`config.mk`:
```
export PLATFORM = sky130hd
export DESIGN_NAME = mux7_rr_arbiter
export DESIGN_NICKNAME = d
export VERILOG_FILES = /design/src/rtl/mux7_rr_arbiter.sv
export SDC_FILE = /design/constraint.sdc
export NUM_CORES = 1
export LEC_CHECK = 0
export ABC_AREA = 1
export CORE_ASPECT_RATIO = 2
export CORE_MARGIN = 2
export CORE_UTILIZATION = 45
export DETAILED_ROUTE_END_ITERATION = 8
export SLEW_MARGIN = 5
export SYNTH_ARGS = -nofsm -noshare
export SYNTH_HDL_FRONTEND = slang
export SYNTH_SLANG_ARGS = --single-unit
```
`constraint.sdc`:
```
create_clock -name Clock -period 7.2 [get_ports Clock]
set_input_delay 0.72 -clock Clock [delete_from_list [all_inputs] [get_ports Clock]]
set_output_delay 0.72 -clock Clock [all_outputs]
set_load 0.03 [all_outputs]
```
`src/rtl/mux7_rr_arbiter.sv`:
```
// Round-robin arbiter sharing a 7-to-1 single-bit mux among seven requesters.
// Grant, MuxSelect and Valid are registered. There is no combinational path
// from Req to Grant. A holder that has kept the channel for MAX_HOLD cycles
// while someone else waits is moved aside. MAX_HOLD = 0 disables this.
// CW must satisfy 2**CW > MAX_HOLD so the hold counter can reach its limit.
//
// Handshake: Req[i] is a level request. Grant[i] is the matching registered
// acknowledge. Valid is high exactly when a grant is live. A requester owns
// the channel for every cycle its Grant bit is high. It releases the channel
// by dropping Req[i], and the arbiter reacts at the next rising edge.
module mux7_rr_arbiter #(
  parameter int MAX_HOLD = 8,
  parameter int CW       = 4
) (
  input  logic       Clock,
  input  logic       Resetn,
  input  logic       Enable,
  input  logic [6:0] Req,
  output logic [6:0] Grant,
  output logic [2:0] MuxSelect,
  output logic       Valid,
  output logic       state_dbg
);

  typedef enum logic {
    S_IDLE = 1'b0,
    S_BUSY = 1'b1
  } state_t;

  // Hold-counter value at which the current holder has completed MAX_HOLD cycles.
  localparam logic [CW-1:0] HOLD_LIM = CW'((MAX_HOLD > 0) ? (MAX_HOLD - 1) : 0);
  localparam logic [CW-1:0] HOLD_SAT = '1;

  state_t        state;
  logic [2:0]    ptr;
  logic [CW-1:0] hold_cnt;

  logic [6:0] cand;
  logic       found;
  logic [2:0] win;
  logic [2:0] idx;
  logic       holder_req;
  logic       hold_expired;
  logic       take_new;
  logic       go_idle;

  // Candidates for the next grant: while busy the current holder is excluded.
  assign cand = (state == S_BUSY) ? (Req & ~Grant) : Req;

  // Rotating priority search starting just after the last-granted index.
  // Offset 7 wraps back to ptr itself, which matters only when idle.
  always_comb begin
    found = 1'b0;
    win   = 3'd0;
    idx   = 3'd0;
    for (int k = 1; k <= 7; k++) begin
      idx = 3'((int'(ptr) + k) % 7);
      if (!found && cand[idx]) begin
        found = 1'b1;
        win   = idx;
      end
    end
  end

  assign holder_req   = |(Req & Grant);
  assign hold_expired = (MAX_HOLD > 0) && (hold_cnt >= HOLD_LIM);

  // A new grant happens from idle, on holder release, or on hold expiry.
  // In every case Enable must be high and some candidate must be waiting.
  assign take_new = Enable && found &&
                    ((state == S_IDLE) || !holder_req || hold_expired);
  assign go_idle  = (state == S_BUSY) && !holder_req && !take_new;

  assign state_dbg = (state == S_BUSY);

  // Arbiter FSM: registered grant, select, valid, pointer and hold counter.
  always_ff @(posedge Clock or negedge Resetn) begin
    if (!Resetn) begin
      state     <= S_IDLE;
      Grant     <= 7'd0;
      MuxSelect <= 3'b111;
      Valid     <= 1'b0;
      hold_cnt  <= '0;
      ptr       <= 3'd6;
    end else if (take_new) begin
      state     <= S_BUSY;
      Grant     <= 7'b0000001 << win;
      MuxSelect <= win;
      Valid     <= 1'b1;
      hold_cnt  <= '0;
      ptr       <= win;
    end else if (go_idle) begin
      state     <= S_IDLE;
      Grant     <= 7'd0;
      MuxSelect <= 3'b111;
      Valid     <= 1'b0;
      hold_cnt  <= '0;
    end else if (state == S_BUSY) begin
      if (hold_cnt != HOLD_SAT) begin
        hold_cnt <= hold_cnt + 1'b1;
      end
    end
  end

endmodule

```
==> flow_metrics.tcl, run 1 <==
set metrics [dict create \
    setup_viol_count_final 0 \
    timing.max_cap.violations 0 \
    htree_levels 1 \
    critPathKind "register to register" \
    timing.final.hold_violations 0 \
    drtIter0Drc 194 \
    routed_wl_mm 9.51 \
    post_cts_setup_repair_bufs 0 \
    multiInputGateArea_um2 2260 \
    clock.fmax_mhz 192 \
    gate_count_after_technology_mapping 517 \
    layout_cells_sized_above_1_pct 13.2 \
    numPortBuffers 21 \
    run_status "complete, no violations" \
    io_pins 22 \
    fin_crit_ns 5.20 \
    grt-ovfl-total 0 \
    synth-seq-area-share_pct 14.8 \
    timing.hold.worst.class "register to register" \
    cts_tree "yes" \
    yosys.cell_types.count 36 \
    syn_area_um2 3090 \
    worstSetupEndpointType "register" \
    remaining_drc_errors 0 \
    rows 42 \
    clk_latency_ns 0.25 \
    finalMaxSlewViolations 0 \
    gp_congestion 0.955 \
    cp-start-kind "register" \
    synth.net_count 554 \
    cts.sinks 18 \
    clock-skew-final_ns 0.00143 \
    grt_use_total_pct 26.1 \
    n_fill_cell 718 \
    insertedDiodeCount 0 \
    die_width_um 62.6 \
    clock_path_buffers 2 \
    layout-area-overhead-vs-synth_pct 12.0 \
    timing.final.crit_share_pct 72.2 \
    cts-hold-fix-buffers 0 \
    setup_total_negative_slack_ns 0 \
    clock_transition_at_the_registers_of_the_reported_paths_ns 0.05 \
    grt_antenna_before_repair 0 \
    tritoncts.num_buffers 3 \
    grt_pass1_wl_mm 15.4 \
    timing_worst_slew_pin_value_ns 0.858 \
    critPathMaxFanout 23 \
    unrepaired_setup_endpoints_after_global_routing "no" \
    largest_net_degree_at_the_start_of_global_routing 24 \
    grt_pass1_vias 3265 \
    final_net_count 574 \
    final_core_density_pct 52.2 \
    antenna_violating_nets_post_route 0 \
    synth-warning-count 0 \
    die_area_um2 7570 \
    required_ns 7.39 \
    root_buffer_cell "sky130_fd_sc_hd__clkbuf_16" \
    yosys.area.top_type_share_pct 18.7 \
    timing.max_slew.rel_slack_pct 42.6 \
    via_total_after_detailed_routing 3298 \
    ff_latch_area_um2 457 \
    wl_per_cell_um 15.2 \
    core-area_um2 6620 \
    die-height_um 121 \
    first_pass_iters 4 \
    post-dp-hpwl_mm 7.97 \
    layout.cells.most_common_list "sky130_fd_sc_hd__nand2_1, sky130_fd_sc_hd__inv_1, sky130_fd_sc_hd__nand3_1" \
    cts.repair.resized 0 \
    syn_area_per_cell_um2 5.97 \
    synth_top_cell_by_area "sky130_fd_sc_hd__nand2_1" \
    average_vias_per_placed_instance 5.29 \
    cp_data_arrival_time_ns 5.40 \
    synth_seq_cells 18 \
    initial_core_util_pct 46.6 \
    mostFrequentLayoutCell "sky130_fd_sc_hd__nand2_1" \
    ys_top_cells_by_area "sky130_fd_sc_hd__nand2_1, sky130_fd_sc_hd__ha_1, sky130_fd_sc_hd__nand3_1" \
]
[cell usage after synthesis, drive strengths merged]
cell type    n
dfrtp       13
o211ai       6
nor3         4
inv         84
nand4       12
nand3b       2
nand2      178
clkinv       2
ha          27
a21oi       11
xor2        10
dfstp        5
a31oi        1
and2         1
a22o         1
o21ai       25
nand3       80
clkbuf       1
o21a         2
buf          5
a221oi       1
nor2        46
[through the flow]
step	std cells	instance area [µm²]	hold slack, ns	setup slack [ns]
floorplan	517	3090	0.424	3.41
global placement	620	3370	0.494	2.11
detailed placement	620	3370	0.500	2.02
CTS	624	3450	0.509	1.98
global route	624	3450	0.532	1.39
finish	624	3450	0.508	2.00
[worst max-delay path, stage by stage, from the launching register on]
cell                       delay [ns]
sky130_fd_sc_hd__dfrtp_1         0.88
sky130_fd_sc_hd__clkinv_1        0.61
sky130_fd_sc_hd__ha_1            0.68
sky130_fd_sc_hd__inv_2           0.14
sky130_fd_sc_hd__ha_1            0.23
sky130_fd_sc_hd__ha_1            0.19
sky130_fd_sc_hd__inv_1           0.11
sky130_fd_sc_hd__nand2_1         0.08
sky130_fd_sc_hd__nand2_1         0.06
sky130_fd_sc_hd__nand2_1         0.07
sky130_fd_sc_hd__ha_1            0.21
sky130_fd_sc_hd__nand3_1         0.12
sky130_fd_sc_hd__nand3_1         0.16
sky130_fd_sc_hd__nand2_2         0.15
sky130_fd_sc_hd__nand2_1         0.06
sky130_fd_sc_hd__nand3_1         0.08
sky130_fd_sc_hd__nand2_1         0.11
sky130_fd_sc_hd__nand4_1         0.14
sky130_fd_sc_hd__nor2_1          0.06
sky130_fd_sc_hd__nor2_1          0.19
sky130_fd_sc_hd__nand2_1         0.09
sky130_fd_sc_hd__nor2_1          0.12
sky130_fd_sc_hd__nand3_2         0.09
sky130_fd_sc_hd__nor2_2          0.27
sky130_fd_sc_hd__nand3_1         0.14
sky130_fd_sc_hd__nand2_1         0.08
[path summary, 6_finish.rpt]
check	cells past startpoint	slack [ns]	start	endpoint
max	25	2.00	ptr[0]	Grant[1]
max reg2reg	25	2.00	ptr[0]	Grant[1]
max in group asynchronous	1	5.71	Resetn	ptr[0]
min	2	0.51	MuxSelect[2]	MuxSelect[2]
min reg2reg	2	0.51	MuxSelect[2]	MuxSelect[2]
min in group asynchronous	1	0.95	Resetn	Grant[4]
[area by class of cell]
type                       count  area share, %
tap                           88           3.19
clock buffer                   4           2.57
sequential                    18           13.2
multi-input combinational    407           65.4
inverter                      86           9.49
timing repair buffer          21           6.08
[metal layers]
metal,track usage (%),vias to the layer above,share of wire (%)
met5,0,-,0
met1,23.9,1473,35
met2,51.3,84,55
li1,-,1696,-
met3,1.67,45,2.2
met4,20.6,0,7.9
[sequential cells by signal, indices dropped and copies added (netlist names)]
signal / flops
ptr: 3
Grant: 7
hold_cnt: 4
MuxSelect: 3
state_dbg: 1
[kinds of logic (layout without fill, tap and decap cells)]
kind of cell	Yosys count	in the layout	share of synthesized area [%]
buffers and inverters	92	111	11.9
and+or+nand+nor	323	323	50.3
AOI/OAI and AO/OA	47	47	9.21
xor gates and xnor gates	10	10	2.84
adders and majority gates	27	27	10.9
DFF	18	18	14.8
Power of run 1 is not shown: default switching activity piles up to over one toggle a cycle in this logic, so the estimate is an artifact.
==> run 2: changes to the inputs <==
==> constraint.sdc (replaced) <==
create_clock -name Clock -period 5.4 [get_ports Clock]
set_input_delay 0.54 -clock Clock [delete_from_list [all_inputs] [get_ports Clock]]
set_output_delay 0.54 -clock Clock [all_outputs]
set_load 0.03 [all_outputs]
==> run 2 against run 1 <==
  * Via count is 3.7% higher
  * Critical path type unchanged
  * Worst setup slack worse by 1.2 ns
  * Global-route usage is 0.85 points higher
  * Critical path depth stayed put
  * Wire length is 1.4% higher
==> flow_metrics.tcl, run 2 (synthesized netlist as in run 1, its figures left out) <==
set metrics [dict create \
    met3RoutedLength_um 254 \
    routed.top_layer "met4" \
    mostFrequentLayoutCell "sky130_fd_sc_hd__nand2_1" \
    critPathKind "register to register" \
    average_vias_per_placed_instance 5.46 \
    cts.sinks 18 \
    layout_cells_sized_above_1_pct 13.6 \
    rrSetupSlack_ns 0.78 \
    grt_pass1_wl_mm 16.0 \
    post_cts_setup_repair_bufs 0 \
    layout.cells.most_common_list "sky130_fd_sc_hd__nand2_1, sky130_fd_sc_hd__inv_1, sky130_fd_sc_hd__nand3_1" \
    routed_wl_mm 9.65 \
    post-dp-hpwl_mm 7.94 \
    setup_total_negative_slack_ns 0 \
    clock.fmax_mhz 217 \
    final_net_count 576 \
    die_area_um2 7570 \
    timing_worst_slew_pin_value_ns 0.811 \
    required_ns 5.59 \
    timing.final.crit_share_pct 85.5 \
    cts-hold-fix-buffers 0 \
    rr_startpoint "ptr[1]" \
    finalMaxSlewViolations 0 \
    htree_levels 1 \
    placement.setup.worst_slack_ns 0.849 \
    worstSetupEndpointType "register" \
    timing.final.hold_violations 0 \
    layout-area-overhead-vs-synth_pct 12.4 \
    timing.rr.end "Grant[1]" \
    cp_data_arrival_time_ns 4.81 \
    tritoncts.num_buffers 3 \
    setup_viol_count_final 0 \
    cp-start-kind "register" \
    cts.repair.resized 0 \
    clock-skew-final_ns 0.000864 \
    gp_congestion 0.947 \
    grt_use_total_pct 26.9 \
    wl_per_cell_um 15.4 \
    drtIter0Drc 173 \
    die_width_um 62.6 \
    wl_met1_mm 3.39 \
    timing.max_slew.rel_slack_pct 45.8 \
    most_flops_register "Grant" \
    numPortBuffers 21 \
    die-height_um 121 \
    min_delay_worst_endpoint "MuxSelect[2]" \
    run_status "complete, no violations" \
    rows 42 \
    grt_antenna_before_repair 0 \
    initial_core_util_pct 46.6 \
    min_delay_path_depth 2 \
    timing.max_cap.violations 0 \
    io_pins 22 \
    clk_latency_ns 0.25 \
    setup_ws_ns 0.783 \
    remaining_drc_errors 0 \
    timing.hold.worst.class "register to register" \
    largest_register_ff_count 7 \
    critPathMaxFanout 10 \
    antenna_violating_nets_post_route 0 \
    clock_transition_at_the_registers_of_the_reported_paths_ns 0.05 \
    root_buffer_cell "sky130_fd_sc_hd__clkbuf_16" \
    insertedDiodeCount 0 \
    first_pass_iters 6 \
    largest_net_degree_at_the_start_of_global_routing 23 \
    grt_pass1_vias 3358 \
    rr_worst_depth 25 \
    fin_crit_ns 4.62 \
    met2RoutedLength_mm 5.42 \
    clock_path_buffers 2 \
    via_total_after_detailed_routing 3421 \
    core-area_um2 6620 \
    top_regs "Grant: 7 flops, hold_cnt: 4 flops" \
    hp-start "MuxSelect[2]" \
    grt-ovfl-total 0 \
    cts_tree "yes" \
    unrepaired_setup_endpoints_after_global_routing "no" \
]
-- run 2: cell types whose count changed in the layout (fill, tap and decap cells not counted), sizes merged --
cell	delta
buf	+2
-- run 2: worst max-delay path by stage --
stage / end / slack [ns] / cells after the start / start
2_1_floorplan: Grant[4] / 1.61 / 26 / ptr[0]
3_3_place_gp: Grant[1] / 0.85 / 25 / ptr[1]
3_5_place_dp: Grant[1] / 0.85 / 25 / ptr[1]
4_1_cts: Grant[1] / 0.79 / 25 / ptr[1]
5_1_grt: Grant[1] / 0.22 / 25 / ptr[1]
6_report: Grant[1] / 0.78 / 25 / ptr[1]
-- run 2: area by class of cell --
class                           instances  area [µm²]
Fill cell                             746        3150
Multi-Input combinational cell        407        2260
Sequential cell                        18         457
Inverter                               86         328
Timing Repair Buffer                   23         225
Tap cell                               88         110
Clock buffer                            4        88.8
-- run 2: critical path, cell delays in order (launching register included) --
cell and delay, ns:
sky130_fd_sc_hd__dfstp_2 0.63, sky130_fd_sc_hd__clkinv_1 0.36, sky130_fd_sc_hd__ha_1 0.64, sky130_fd_sc_hd__inv_2 0.16, sky130_fd_sc_hd__ha_1 0.23, sky130_fd_sc_hd__ha_1 0.19
sky130_fd_sc_hd__inv_1 0.11, sky130_fd_sc_hd__nand2_1 0.09, sky130_fd_sc_hd__nand2_1 0.07, sky130_fd_sc_hd__nand2_1 0.08, sky130_fd_sc_hd__ha_1 0.22, sky130_fd_sc_hd__nand3_1 0.13
sky130_fd_sc_hd__nand3_1 0.17, sky130_fd_sc_hd__nand2_2 0.16, sky130_fd_sc_hd__nand2_1 0.06, sky130_fd_sc_hd__nand3_1 0.06, sky130_fd_sc_hd__nand2_1 0.12, sky130_fd_sc_hd__nand4_1 0.18
sky130_fd_sc_hd__nor2_1 0.06, sky130_fd_sc_hd__nor2_1 0.09, sky130_fd_sc_hd__nand2_1 0.06, sky130_fd_sc_hd__nor2_1 0.12, sky130_fd_sc_hd__nand3_2 0.10, sky130_fd_sc_hd__nor2_2 0.26
sky130_fd_sc_hd__nand3_1 0.13, sky130_fd_sc_hd__nand2_1 0.08
-- run 2: metrics by stage --
stage | hold WS, ns | std cells | instance area, µm² | util, %
after detailed placement | 0.498 | 622 | 3380 | 51.1
after CTS | 0.507 | 626 | 3470 | 52.4
final | 0.508 | 626 | 3470 | 52.4
after global placement | 0.493 | 622 | 3380 | 51.1
after global routing | 0.538 | 626 | 3470 | 52.4
after floorplan | 0.244 | 517 | 3090 | -
-- run 2: metal layers --
layer	vias up	GRT usage [%]
met5	-	0
met4	0	19.4
met3	29	1.02
met2	91	53.2
met1	1598	25.7
li1	1703	-
Power of run 2 is left out for the same reason.
==> run 3: changes to the inputs <==
--- a/config.mk
+++ b/config.mk
@@ -6,9 +6,10 @@
 export NUM_CORES = 1
 export LEC_CHECK = 0
 export ABC_AREA = 1
+export CAP_MARGIN = 0
 export CORE_ASPECT_RATIO = 2
 export CORE_MARGIN = 2
-export CORE_UTILIZATION = 45
+export CORE_UTILIZATION = 35
 export DETAILED_ROUTE_END_ITERATION = 8
 export SLEW_MARGIN = 5
 export SYNTH_ARGS = -nofsm -noshare
==> run 3 against run 2 <==
  * First-iteration DRC count is 28% lower
  * Non-clock buffer count rose by 1
  * Via count decreased by 2.5%
  * Critical path depth fell by 1
  * Die area up 27%
  * Critical endpoint unchanged
  * Largest cell class unchanged
==> flow_metrics.tcl, run 3 (synthesized netlist as in run 1, its figures left out) <==
set metrics [dict create \
    die_area_um2 9630 \
    rr_startpoint "ptr[1]" \
    largest_net_degree_at_the_start_of_global_routing 23 \
    layout.cells.most_common_list "sky130_fd_sc_hd__nand2_1, sky130_fd_sc_hd__inv_1, sky130_fd_sc_hd__nand3_1" \
    hp-start "MuxSelect[2]" \
    top_regs "Grant: 7 flops, hold_cnt: 4 flops" \
    placed_area_um2 3400 \
    htree_levels 1 \
    required_ns 5.60 \
    grt-ovfl-total 0 \
    via_total_after_detailed_routing 3336 \
    antenna_violating_nets_post_route 0 \
    remaining_drc_errors 0 \
    timing.final.crit_share_pct 83.2 \
    die_width_um 70.4 \
    timing.max_cap.violations 0 \
    cp-start-kind "register" \
    post-dp-hpwl_mm 7.99 \
    numPortBuffers 21 \
    timing.rr.end "Grant[1]" \
    root_buffer_cell "sky130_fd_sc_hd__clkbuf_16" \
    timing.max_slew.rel_slack_pct 43.6 \
    insertedDiodeCount 0 \
    setup_total_negative_slack_ns 0 \
    post_cts_setup_repair_bufs 0 \
    clock_path_buffers 2 \
    clock_transition_at_the_registers_of_the_reported_paths_ns 0.05 \
    routed_wl_mm 9.45 \
    rrSetupSlack_ns 0.91 \
    timing.hold.worst.class "register to register" \
    critPathKind "register to register" \
    worstSetupEndpointType "register" \
    postLayoutCellArea_um2 3490 \
    grt_antenna_before_repair 0 \
    most_flops_register "Grant" \
    rr_worst_depth 24 \
    gp_congestion 0.906 \
    wl_per_cell_um 14.8 \
    unrepaired_setup_endpoints_after_global_routing "no" \
    finalMaxSlewViolations 0 \
    cp_data_arrival_time_ns 4.69 \
    core-area_um2 8590 \
    critPathMaxFanout 10 \
    largest_register_ff_count 7 \
    timing.final.hold_violations 0 \
    cts_tree "yes" \
    layout_cells_sized_above_1_pct 13.7 \
    mostFrequentLayoutCell "sky130_fd_sc_hd__nand2_1" \
    initial_core_util_pct 35.9 \
    clock-skew-final_ns 0.00398 \
    cts-hold-fix-buffers 0 \
    grt_pass1_vias 3242 \
    cts.repair.resized 0 \
    average_vias_per_placed_instance 5.22 \
    cts.sinks 18 \
    clock.fmax_mhz 223 \
    io_pins 22 \
    drtIter0Drc 124 \
    min_delay_path_depth 2 \
    setup_viol_count_final 0 \
    first_pass_iters 5 \
    tritoncts.num_buffers 3 \
    fin_crit_ns 4.49 \
    die-height_um 137 \
    timing_worst_slew_pin_value_ns 0.837 \
    final_net_count 577 \
    min_delay_worst_endpoint "MuxSelect[2]" \
    run_status "complete, no violations" \
    rows 48 \
    layout-area-overhead-vs-synth_pct 13.2 \
    grt_pass1_wl_mm 15.4 \
    clk_latency_ns 0.25 \
    grt_use_total_pct 20.4 \
]
-- run 3: worst max-delay path by stage --
stage / from / endpoint / slack (ns) / depth (start not counted)
after floorplan: ptr[0] / Grant[4] / 1.61 / 26
after global placement: ptr[1] / Grant[1] / 0.99 / 24
after detailed placement: ptr[1] / Grant[1] / 0.92 / 24
after CTS: ptr[1] / Grant[1] / 0.88 / 24
after global routing: ptr[1] / Grant[1] / 0.43 / 24
final: ptr[1] / Grant[1] / 0.91 / 24
-- run 3: final cells by class --
class / count / area [µm²]
Timing Repair Buffer: 24 / 233
Tap cell: 100 / 125
Sequential cell: 18 / 457
Clock buffer: 4 / 88.8
Fill cell: 945 / 5100
Inverter: 86 / 328
Multi-Input combinational cell: 407 / 2260
-- run 3: stage by stage --
stage	utilization (%)	hold WS, ns	cells	worst slack, ns
after global routing	40.7	0.524	639	0.426
after floorplan	-	0.244	517	1.61
final	40.7	0.507	639	0.906
after CTS	40.7	0.508	639	0.883
after detailed placement	39.6	0.501	635	0.923
after global placement	39.6	0.492	635	0.988
-- run 3: worst max-delay path: stages (launching register included) --
cell                       delay [ns]
sky130_fd_sc_hd__dfstp_2         0.63
sky130_fd_sc_hd__clkinv_1        0.24
sky130_fd_sc_hd__buf_4           0.22
sky130_fd_sc_hd__ha_1            0.48
sky130_fd_sc_hd__inv_2           0.15
sky130_fd_sc_hd__ha_1            0.23
sky130_fd_sc_hd__ha_1            0.19
sky130_fd_sc_hd__inv_1           0.09
sky130_fd_sc_hd__nand2_2         0.09
sky130_fd_sc_hd__xor2_1          0.20
sky130_fd_sc_hd__ha_1            0.22
sky130_fd_sc_hd__o211ai_2        0.15
sky130_fd_sc_hd__nand2_1         0.13
sky130_fd_sc_hd__nand2_1         0.06
sky130_fd_sc_hd__nand2_1         0.16
sky130_fd_sc_hd__inv_1           0.10
sky130_fd_sc_hd__nand3_1         0.09
sky130_fd_sc_hd__nand2_1         0.06
sky130_fd_sc_hd__nand2_1         0.05
sky130_fd_sc_hd__nand2_1         0.09
sky130_fd_sc_hd__nand4_2         0.15
sky130_fd_sc_hd__nand3_4         0.15
sky130_fd_sc_hd__nor2_2          0.32
sky130_fd_sc_hd__nand3_1         0.12
sky130_fd_sc_hd__nand2_1         0.07
-- run 3: per-layer routing --
layer | vias to the layer above | wire (µm) | global-route usage, %
li1 | 1696 | - | -
met2 | 91 | 5310 | 41.8
met3 | 44 | 290 | 1.47
met4 | 0 | 762 | 15.3
met1 | 1505 | 3100 | 17.4
met5 | - | 0 | 0
Power of run 3 is left out for the same reason.
